### src/rtl/load_store_unit.sv
// Load/store unit: takes one memory op from the ALU stage, issues a single
// aligned data-memory request, and writes sign/zero-extended load data back.
module load_store_unit #(
    parameter int cXLEN       = 32,
    parameter int cRegSelBitW = 5
) (
    input  logic                   iClk,
    input  logic                   iRst,
    input  logic                   iMemDv,
    input  logic                   iRead,
    input  logic                   iWrite,
    input  logic [cXLEN-1:0]       iAddr,
    input  logic [cXLEN-1:0]       iData,
    input  logic [2:0]             iOpType,
    input  logic [cRegSelBitW-1:0] iRdAddr,
    output logic                   oBusy,
    output logic                   oMemReq,
    output logic                   oMemWe,
    output logic [cXLEN-1:0]       oMemAddr,
    output logic [cXLEN-1:0]       oMemWData,
    output logic [cXLEN/8-1:0]     oMemBe,
    input  logic                   iMemAck,
    input  logic [cXLEN-1:0]       iMemRData,
    output logic                   oRegDv,
    output logic [cRegSelBitW-1:0] oRegAddr,
    output logic [cXLEN-1:0]       oRegData,
    output logic                   oFault,
    output logic [1:0]             oDbgState
);

    localparam int cBeW = cXLEN / 8;

    typedef enum logic [1:0] {
        IDLE = 2'd0,
        REQ  = 2'd1,
        WB   = 2'd2
    } state_t;

    // Handshake: an op is taken on an edge where iMemDv=1 and the unit is IDLE;
    // oBusy=1 means upstream must hold its op. The memory side sees oMemReq held
    // with stable address/data/enables until the edge that samples iMemAck=1.

    state_t state;
    state_t stateNext;

    logic                   memReqQ;
    logic                   memWeQ;
    logic [cXLEN-1:0]       memAddrQ;
    logic [cXLEN-1:0]       memWDataQ;
    logic [cBeW-1:0]        memBeQ;
    logic                   regDvQ;
    logic [cRegSelBitW-1:0] regAddrQ;
    logic [cXLEN-1:0]       regDataQ;
    logic                   faultQ;
    logic [2:0]             ldOpQ;
    logic [1:0]             ldOffQ;

    logic             opIsLoad;
    logic             opIsStore;
    logic             f3Legal;
    logic             misaligned;
    logic             opLegal;
    logic [cBeW-1:0]  reqBe;
    logic [cXLEN-1:0] reqWData;
    logic [cXLEN-1:0] rdShifted;
    logic [cXLEN-1:0] ldExt;

    // Accept-side decode: legality, byte lanes and replicated store data.
    always_comb begin
        opIsLoad   = iRead & ~iWrite;
        opIsStore  = iWrite & ~iRead;
        f3Legal    = 1'b0;
        misaligned = 1'b0;
        reqBe      = '0;
        reqWData   = '0;

        if (opIsLoad) begin
            case (iOpType)
                3'b000, 3'b001, 3'b010, 3'b100, 3'b101: f3Legal = 1'b1;
                default:                                f3Legal = 1'b0;
            endcase
        end else if (opIsStore) begin
            case (iOpType)
                3'b000, 3'b001, 3'b010: f3Legal = 1'b1;
                default:                f3Legal = 1'b0;
            endcase
        end

        case (iOpType[1:0])
            2'b01:   misaligned = iAddr[0];
            2'b10:   misaligned = (iAddr[1:0] != 2'b00);
            default: misaligned = 1'b0;
        endcase

        case (iOpType[1:0])
            2'b00: begin
                reqBe    = cBeW'(1) << iAddr[1:0];
                reqWData = {(cXLEN/8){iData[7:0]}};
            end
            2'b01: begin
                reqBe    = cBeW'(3) << iAddr[1:0];
                reqWData = {(cXLEN/16){iData[15:0]}};
            end
            default: begin
                reqBe    = cBeW'(15);
                reqWData = iData;
            end
        endcase

        if (!opIsStore) begin
            reqWData = '0;
        end

        opLegal = f3Legal & ~misaligned;
    end

    // Lane select and extension of the returned read word.
    always_comb begin
        rdShifted = iMemRData >> {ldOffQ, 3'b000};
        case (ldOpQ)
            3'b000:  ldExt = {{(cXLEN-8){rdShifted[7]}}, rdShifted[7:0]};
            3'b001:  ldExt = {{(cXLEN-16){rdShifted[15]}}, rdShifted[15:0]};
            3'b100:  ldExt = {{(cXLEN-8){1'b0}}, rdShifted[7:0]};
            3'b101:  ldExt = {{(cXLEN-16){1'b0}}, rdShifted[15:0]};
            default: ldExt = rdShifted;
        endcase
    end

    always_ff @(posedge iClk or posedge iRst) begin
        if (iRst) begin
            state <= IDLE;
        end else begin
            state <= stateNext;
        end
    end

    always_comb begin
        stateNext = state;
        case (state)
            IDLE:    if (iMemDv && opLegal) stateNext = REQ;
            REQ:     if (iMemAck) stateNext = memWeQ ? IDLE : WB;
            WB:      stateNext = IDLE;
            default: stateNext = IDLE;
        endcase
    end

    always_ff @(posedge iClk or posedge iRst) begin
        if (iRst) begin
            memReqQ   <= 1'b0;
            memWeQ    <= 1'b0;
            memAddrQ  <= '0;
            memWDataQ <= '0;
            memBeQ    <= '0;
            regDvQ    <= 1'b0;
            regAddrQ  <= '0;
            regDataQ  <= '0;
            faultQ    <= 1'b0;
            ldOpQ     <= '0;
            ldOffQ    <= '0;
        end else begin
            faultQ <= 1'b0;
            regDvQ <= 1'b0;
            if (state == IDLE && iMemDv) begin
                if (opLegal) begin
                    memReqQ   <= 1'b1;
                    memWeQ    <= opIsStore;
                    memAddrQ  <= {iAddr[cXLEN-1:2], 2'b00};
                    memWDataQ <= reqWData;
                    memBeQ    <= reqBe;
                    regAddrQ  <= iRdAddr;
                    ldOpQ     <= iOpType;
                    ldOffQ    <= iAddr[1:0];
                end else begin
                    faultQ <= 1'b1;
                end
            end
            if (state == REQ && iMemAck) begin
                memReqQ <= 1'b0;
                if (!memWeQ) begin
                    regDataQ <= ldExt;
                    // x0 is never written, but the access itself still happens.
                    regDvQ   <= (regAddrQ != '0);
                end
            end
        end
    end

    assign oBusy     = (state != IDLE);
    assign oMemReq   = memReqQ;
    assign oMemWe    = memWeQ;
    assign oMemAddr  = memAddrQ;
    assign oMemWData = memWDataQ;
    assign oMemBe    = memBeQ;
    assign oRegDv    = regDvQ;
    assign oRegAddr  = regAddrQ;
    assign oRegData  = regDataQ;
    assign oFault    = faultQ;
    assign oDbgState = state;

endmodule
### config.mk
export PLATFORM = sky130hd
export DESIGN_NAME = load_store_unit
export DESIGN_NICKNAME = d
export VERILOG_FILES = /design/src/rtl/load_store_unit.sv
export SDC_FILE = /design/constraint.sdc
export NUM_CORES = 1
export LEC_CHECK = 0
export BUFFER_PORTS_ARGS = -buffer_cell sky130_fd_sc_hd__buf_4
export CAP_MARGIN = 20
export CORE_AREA = 2 2 108 110
export DETAILED_ROUTE_END_ITERATION = 10
export DIE_AREA = 0 0 110 112
export PLACE_DENSITY_LB_ADDON = 0.25
export SETUP_SLACK_MARGIN = 0.2
export SLEW_MARGIN = 5
export SYNTH_ARGS = -nofsm -noshare
export SYNTH_HDL_FRONTEND = slang
export SYNTH_SLANG_ARGS = --single-unit
### constraint.sdc
create_clock -name iClk -period 10.6 [get_ports iClk]
set_input_delay 1.59 -clock iClk [delete_from_list [all_inputs] [get_ports iClk]]
set_output_delay 1.59 -clock iClk [all_outputs]
set_load 0.005 [all_outputs]
==> flow_summary.toml <==
[synthesis]
yosysSeqAreaShare_pct = 52.60
synth_cells = 481
synth_area_um2 = 5424
synth.distinct_cells = 41
synth_flop_cell = "dfrtp_1"
synthArstFlopShare_pct = 100.0
yosys_warnings = 0
synth_area_per_cell_um2 = 11.28
synth_edf_count = 0
ys_ff_latch = 114

[floorplanning]
core_um2 = 11170
dieArea_um2 = 12320
die_h_um = 112
io_pins = 222
die_w_um = 110
rows = 39
start_util_pct = 48.54

[timing]
slew_headroom_pct = 41.92
final_max_slew_viol_count = 0
rsz0062_at_grt = "false"
timing.final.crit_share_pct = 36.15
hold_ws_ps = 491.6
finClkSkew_ps = 9.187
hold_viol = 0
final.setup.tns_ps = 0
layout_min_cycle_time_ps = 3832
setup_viol = 0
clock.fmax_mhz = 261.0
worst_pin_slew_ps = 871.2

[placed_design]
placed_cells = 818
numPortBuffers = 219
dpl.hpwl_um = 10730
gp_congestion = 0.9062

[clocking]
insertion_delay_ps = 400
cts-root-buf = "clkbuf_16"
ctsResizeCount = 0
cts_inserted_buffers = 17
cts_tree = "yes"
ctsHtreeMaxLevel = 4
path_clk_slew_ps = 50
clockBufferDepth = 2
holdBufCountCts = 0
cts.sinks = 114
cts_setup_buffers = 0

[worst_setup_path]
arrival_ps = 4110
cp-startpoint = "iOpType[1]"
endpoint_kind = "register"
critPathLaunchType = "input pin"
worstPathRequired_ps = 10880
path_max_fanout = 56
r2r_start = "oDbgState[1]"
criticalPathCategory = "input pin to register"

[power]
p_per_area_nw_per_um2 = 248.0
p_total_uw = 1936
p_leak_uw = 0.003791
ir_worst_vdd_v = 0.0001357

[drt]
drtPass1Iterations = 4
ant_nets = 0
viasPerCell = 5.281
drc = 0
vias = 4494
wl_um = 14830
drtIter0Drc = 284
wl_per_cell_um = 17.42

[run]
cap_violations = 0

[worst_hold_path]
worstHoldStart = "oMemWData[10]"
holdCritPathClass = "register to register"

[grt]
grt_use_total_pct = 24.58
grt_pass1_vias = 4634
grt_max_degree = 69
grt-ovfl-total = 0
grt_first_pass_wirelength_um = 23370
antenna_found_initial = 0

[run_status]
outcome = "finished clean"

[layout]
final_common_cell = "buf_4"
layout.cells.non_filler = 851
most-common-layout-cells = "buf_4, dfrtp_1, nand2_1"
area_delta_synth_final_pct = 43.94
nNetsFinal = 809
drive_gt1_share_pct = 47.03
n_antenna_cell = 0
## cells in the mapped netlist, drive strengths merged, types with 3 or more instances
| library cell | instances | area [µm²] |
|---|---|---|
| dfrtp | 114 | 2853 |
| mux2 | 76 | 855.8 |
| buf | 16 | 146.4 |
| inv | 16 | 60.06 |
| a31oi | 10 | 62.56 |
| a211oi | 7 | 52.55 |
| a21oi | 42 | 221.5 |
| nand2 | 71 | 266.5 |
| a22o | 7 | 61.31 |
| o22a | 8 | 70.07 |
| o21ai | 13 | 65.06 |
| nand2b | 4 | 25.02 |
| or2 | 3 | 18.77 |
| mux2i | 24 | 240.2 |
| ha | 3 | 37.54 |
| clkbuf | 15 | 56.30 |
| nor2b | 10 | 70.06 |
| nor2 | 24 | 90.09 |
## flip-flops by register name (all words and copies together) (netlist names), 2 cells and up
register,cells
oRegAddr,5
oMemWData,32
ldOpQ,3
oRegData,32
oMemAddr,30
oMemBe,4
ldOffQ,2
oDbgState,2
## final cells by class
type | count | area (µm²)
repair buffers | 226 | 1717
flip-flops and latches | 114 | 2853
well taps | 143 | 178.9
inverters | 16 | 62.56
clock buffers | 22 | 484.2
clock inverters | 9 | 200.2
fillers | 842 | 3367
multi-input cells | 321 | 2312
## critical path, cell delays in order
cell and delay (ps):
buf_4 120, inv_1 70, ha_1 450, or2_1 420
a21oi_1 140, nor4_4 250, buf_4 620, mux2_2 410
## through the flow
stage	instance area, µm²	util [%]	setup slack [ps]
2_1_floorplan	5428	-	5994
3_3_place_gp	7088	63.43	6496
3_5_place_dp	7088	63.43	6358
4_1_cts	7772	69.56	6776
5_1_grt	7807	69.87	6498
6_report	7807	69.87	6768
## path summary, 6_finish.rpt
kind	slack, ps	to	cells past startpoint
worst max-delay path	6770	oMemAddr[27]	8
worst min-delay path	490	oMemWData[10]	1
worst max register to register	8390	oMemAddr[27]	5
worst min register to register	490	oMemWData[10]	1
max in group asynchronous	8070	oMemAddr[29]	3
min in group asynchronous	1240	oMemAddr[22]	2
## kinds of logic after synthesis
kind of cell / after synthesis / share of synthesized area [%]
buf+inv: 47 / 4.844
compound gates: 93 / 10.75
mux: 102 / 21.04
other cells: 1 / 0.06914
fa+ha+maj: 3 / 0.6921
flops: 114 / 52.60
simple gates: 121 / 10.01
## layer usage
metal / vias up / global-route usage [%] / share of wire [%]
li1: 2105 / - / -
met1: 2205 / 31.18 / 41
met2: 175 / 40.74 / 51
met3: 9 / 7.260 / 7.7
met4: 0 / 6.667 / 1.0
met5: - / 0 / 0
## report_power, final
part | internal, µW | switching, µW | leakage, µW | total (µW)
Clock | 464 | 195 | 0.000328 | 659
Combinational | 357 | 238 | 0.00205 | 594
Sequential | 585 | 97.6 | 0.00141 | 683
Total | 1410 | 530 | 0.00379 | 1940
No activity file was read; power rests on OpenSTA's default activity.
